--- src/rtl/count60_ms.sv ---
// Minutes/seconds timebase: divides clk to a 1 Hz advance, keeps BCD mm:ss and
// emits registered sec_tick / hour_tick pulses for downstream counters.
module count60_ms #(
    parameter  int TICK_DIV = 50_000_000,
    localparam int PRE_W    = $clog2(TICK_DIV)
) (
    input  logic             clk_i,
    input  logic             rst_i,
    input  logic             en_i,
    input  logic             min_inc_i,
    input  logic             clr_sec_i,
    output logic [3:0]       s1_o,
    output logic [2:0]       s10_o,
    output logic [3:0]       m1_o,
    output logic [2:0]       m10_o,
    output logic             sec_tick_o,
    output logic             hour_tick_o,
    output logic [PRE_W-1:0] pre_o
);

    localparam logic [PRE_W-1:0] PRE_LAST = PRE_W'(TICK_DIV - 1);

    logic [PRE_W-1:0] pre_q, pre_d;
    logic [3:0]       s1_q, s1_d;
    logic [2:0]       s10_q, s10_d;
    logic [3:0]       m1_q, m1_d;
    logic [2:0]       m10_q, m10_d;
    logic             sec_tick_q, sec_tick_d;
    logic             hour_tick_q, hour_tick_d;

    logic adv;
    logic sec_adv;
    logic sec_at_59;
    logic min_at_59;
    logic carry_m;
    logic min_step;

    assign adv       = en_i && (pre_q == PRE_LAST);
    // clr_sec outranks the advance: a clear on the wrap cycle swallows it.
    assign sec_adv   = adv && !clr_sec_i;
    assign sec_at_59 = (s10_q == 3'd5) && (s1_q == 4'd9);
    assign min_at_59 = (m10_q == 3'd5) && (m1_q == 4'd9);
    assign carry_m   = sec_adv && sec_at_59;
    assign min_step  = carry_m || min_inc_i;

    always_comb begin
        pre_d = pre_q;
        s1_d  = s1_q;
        s10_d = s10_q;
        if (clr_sec_i) begin
            pre_d = '0;
            s1_d  = 4'd0;
            s10_d = 3'd0;
        end else if (en_i) begin
            pre_d = adv ? '0 : pre_q + PRE_W'(1);
            if (adv) begin
                if (s1_q == 4'd9) begin
                    s1_d  = 4'd0;
                    s10_d = (s10_q == 3'd5) ? 3'd0 : s10_q + 3'd1;
                end else begin
                    s1_d = s1_q + 4'd1;
                end
            end
        end
    end

    // Coincident carry and min_inc collapse into a single +1.
    always_comb begin
        m1_d  = m1_q;
        m10_d = m10_q;
        if (min_step) begin
            if (m1_q == 4'd9) begin
                m1_d  = 4'd0;
                m10_d = (m10_q == 3'd5) ? 3'd0 : m10_q + 3'd1;
            end else begin
                m1_d = m1_q + 4'd1;
            end
        end
    end

    always_comb begin
        sec_tick_d  = sec_adv;
        hour_tick_d = carry_m && min_at_59;
    end

    always_ff @(posedge clk_i or posedge rst_i) begin
        if (rst_i) begin
            pre_q       <= '0;
            s1_q        <= 4'd0;
            s10_q       <= 3'd0;
            m1_q        <= 4'd0;
            m10_q       <= 3'd0;
            sec_tick_q  <= 1'b0;
            hour_tick_q <= 1'b0;
        end else begin
            pre_q       <= pre_d;
            s1_q        <= s1_d;
            s10_q       <= s10_d;
            m1_q        <= m1_d;
            m10_q       <= m10_d;
            sec_tick_q  <= sec_tick_d;
            hour_tick_q <= hour_tick_d;
        end
    end

    assign s1_o        = s1_q;
    assign s10_o       = s10_q;
    assign m1_o        = m1_q;
    assign m10_o       = m10_q;
    assign sec_tick_o  = sec_tick_q;
    assign hour_tick_o = hour_tick_q;
    assign pre_o       = pre_q;

endmodule
--- config.mk ---
export PLATFORM = sky130hd
export DESIGN_NAME = count60_ms
export DESIGN_NICKNAME = d
export VERILOG_FILES = /design/src/rtl/count60_ms.sv
export SDC_FILE = /design/constraint.sdc
export NUM_CORES = 1
export LEC_CHECK = 0
export BUFFER_PORTS_ARGS = -buffer_cell sky130_fd_sc_hd__buf_4
export CAP_MARGIN = 40
export CORE_ASPECT_RATIO = 1.25
export CORE_MARGIN = 5
export CORE_UTILIZATION = 31
export CTS_BUF_LIST = sky130_fd_sc_hd__clkbuf_2 sky130_fd_sc_hd__clkbuf_4 sky130_fd_sc_hd__clkbuf_8
export DETAILED_ROUTE_END_ITERATION = 10
export GPL_ROUTABILITY_DRIVEN = 0
export MAX_ROUTING_LAYER = met4
export PLACE_DENSITY = 0.6
export RECOVER_POWER = 100
export SKIP_CTS_REPAIR_TIMING = 1
export SLEW_MARGIN = 20
export SYNTH_ARGS = -nofsm -noshare
export SYNTH_HDL_FRONTEND = slang
export SYNTH_SLANG_ARGS = --single-unit
--- constraint.sdc ---
create_clock -name clk_i -period 2.1 [get_ports clk_i]
set_input_delay 0.42 -clock clk_i [delete_from_list [all_inputs] [get_ports clk_i]]
set_output_delay 0.42 -clock clk_i [all_outputs]
set_load 0.02 [all_outputs]
==> results by group <==
Layout
  • Nets: 329
  • Fraction of layout cells with a size suffix above 1: 30.7%
  • P&R area growth vs syn: 38.3%
  • Fill cells: 704
  • Multi-input gate area: 1200 um^2
  • ANT cells: 0
  • Storage element area: 1060 um^2
  • Most frequent cells in the layout: 64 x buf_4, 38 x dfrtp_1, 32 x nor2_1
  • Commonest non-fill, non-tap cell in the layout: buf_4

Die
  • IO Pins: 47
  • Die Span Y: 105 um
  • Starting density of the core: a little under a third
  • Die area: 9000 um^2
  • Core ar.: between 6000 and 7000 um^2
  • Row count: 34
  • Die width: 85.9 um

Logic synthesis
  • Synth cell types: 38
  • Synth async-reset ratio: 100%
  • Net count after synthesis: 244
  • Post-synth EDFFs: 0
  • Mapped Area: 2230 um^2
  • Register area share after synthesis: 47.1%
  • Synthesized flop and latch total: between 40 and 50
  • Synthesized area per cell: between 9 and 10 um^2
  • Number of synthesis warnings: 0
  • Cell count after synthesis: 236
  • Ys flop type: dfrtp_1

STA
  • Final TNS setup: -228 ps
  • Fin. Hold Viols: 0
  • Fin. max-slew vios: 0
  • Final worst slack: -78.2 ps
  • Tcrit/Tclk final: 104%
  • Least-Margin Pin Slew: 815 ps
  • RSZ-0062 raised after global routing: yes
  • Rel. slew slack: 45.7%
  • Layout Skew: 10.8 ps
  • Final setup violation count: 6
  • F_max: 0.459 GHz
  • Final min period: 2180 ps

Clocking
  • CTS Buf Count: 5
  • Sink Count: 42
  • Worst-skew pair later-pin latency: 290 ps
  • Clock tree buffer depth: 2
  • H-tree levels: 2
  • CTS root buf: clkbuf_8
  • Clock-pin slew on the worst setup and hold paths: 80 ps
  • CTS tree: yes

Power
  • P_int: 1.35 mW
  • Maximum vdd ir drop: roughly 0.0005 V
  • Sw frac: 31.3%
  • Part of the power in the clock network: 26.5%
  • Leakage: 1.37 nW
  • Seq pwr share: 49.8%
  • Combinational power share: 23.6%
  • Psw: between 600 and 700 uW
  • P per Cell Area: 637 nW/um^2

Detailed routing
  • Routed wire per std cell: 14.5 um
  • Final WL: approximately 6 mm
  • Post-route ant nets: 0
  • Vias per cell: 4.92
  • DR DRC count: 0
  • Via count: between 2000 and 2500
  • Initial DRC Count: 113
  • First-pass iteration count of the detailed router: 4

Critical path
  • Worst setup SP type: flop
  • Type of destination of the critical path: flop
  • Req. time, crit path: approximately 2300 ps
  • WS Path Type: flop to flop
  • Worst Path Arrival: 2390 ps
  • CP max FO: 8

Global route
  • GR Util met2: 23.0%
  • Met3 Use GR: 2.44%
  • Antenna violations before repair: 0
  • Total gr overflow: 0
  • Tot GR Track Use: 13.6%
  • M1 GR Usage: between 15 and 20%
  • Vias in the first global route: 1966
  • First-pass GRT wire length: 9.60 mm
  • Largest net degree at the start of global routing: 33
  • GRT busiest layer: met2

Placed design
  • Placed wire-length estimate: ~4.4 mm
  • Port Buf Inserts: 46
  • DP Worst Slack: -153 ps

Hold path
  • HP Class: input pin to async pin

Job
  • Max Cap Viol: 0

Status
  • Status: finished with violations
  • Failing checks: setup timing
cells in the mapped netlist, drive strengths merged (3+ instances only):
master  instances  share of area, %
a21oi          11               2.5
and2            4               1.1
and3            8               2.2
clkbuf          6               1.0
dfrtp          42                47
ha              3               1.7
inv             8               1.3
mux2            3               1.5
nand2          19               3.2
nand2b          8               2.2
nand3          16               3.8
nand4           8               2.2
nor2           32               5.4
nor3            3              0.67
nor4            7               2.6
o21ai           5               1.1
or3             4               1.1
or4             3               1.2
xnor2          10               3.9
xor2           15               5.9
critical path, stage by stage, from the launching register on:
cell     delay [ps]
dfrtp_2         400
or4b_4          540
nor4_4          340
nand3_4         180
buf_4           180
or3_1           320
a21oi_2         140
final timing paths:
check	from	end	slack (ps)	depth (start not counted)
max	pre_o[9]	s10_o[0]	-80	6
min	rst_i	pre_o[3]	360	3
max reg2reg	pre_o[9]	s10_o[0]	-80	6
min reg2reg	m10_o[0]	m10_o[0]	490	1
max in group asynchronous	rst_i	s10_o[2]	740	4
min in group clk_i	clr_sec_i	pre_o[0]	360	2
metrics by stage:
stage | cells | power [mW] | area (um^2) | hold WS (ps) | utilization (%)
3_3_place_gp | 402 | 1.45 | 2970 | 477 | 42.5
4_1_cts | 410 | 1.99 | 3050 | 228 | 43.7
5_1_grt | 412 | 2.08 | 3080 | 361 | 44.2
2_1_floorplan | 236 | 1.27 | 2250 | 592 | -
6_report | 412 | 1.96 | 3080 | 361 | 44.2
3_5_place_dp | 402 | 1.46 | 2970 | 479 | 42.5
flip-flops by register name (all words and copies together), names as in the netlist:
name         cells
s1_o             4
sec_tick_o       1
s10_o            3
m1_o             4
m10_o            3
pre_o           26
hour_tick_o      1
power by group through the flow:
| stage | Sequential (mW) | Combinational, mW | Clock (mW) |
|---|---|---|---|
| floorplan | 1.06 | 0.209 | 0 |
| global placement | 0.992 | 0.457 | 0 |
| detailed placement | 0.994 | 0.467 | 0 |
| CTS | 0.978 | 0.468 | 0.548 |
| global route | 0.994 | 0.512 | 0.570 |
| finish | 0.979 | 0.464 | 0.521 |
cell families after synthesis:
| group | count (synthesis) | synth area share, % |
|---|---|---|
| simple gates | 123 | 29.9 |
| flops | 42 | 47.1 |
| compound gates | 25 | 7.18 |
| xor+xnor | 25 | 9.82 |
| buf+inv | 14 | 2.36 |
| mux | 4 | 1.96 |
| fa+ha+maj | 3 | 1.68 |
per-layer routing:
metal	vias up	wire length, um
li1	995	-
met3	4	247
met2	42	2980
met4	0	43
met5	-	0
met1	987	2700
final cells by class:
type | instances | area share [%]
clock buffer | 6 | 2.48
tap | 90 | 3.65
inverter | 8 | 0.974
sequential | 42 | 34.3
timing repair buffer | 84 | 19.4
clock inverter | 2 | 0.325
multi-input combinational | 180 | 38.9
Note: power is estimated with default switching activity, not from simulation.
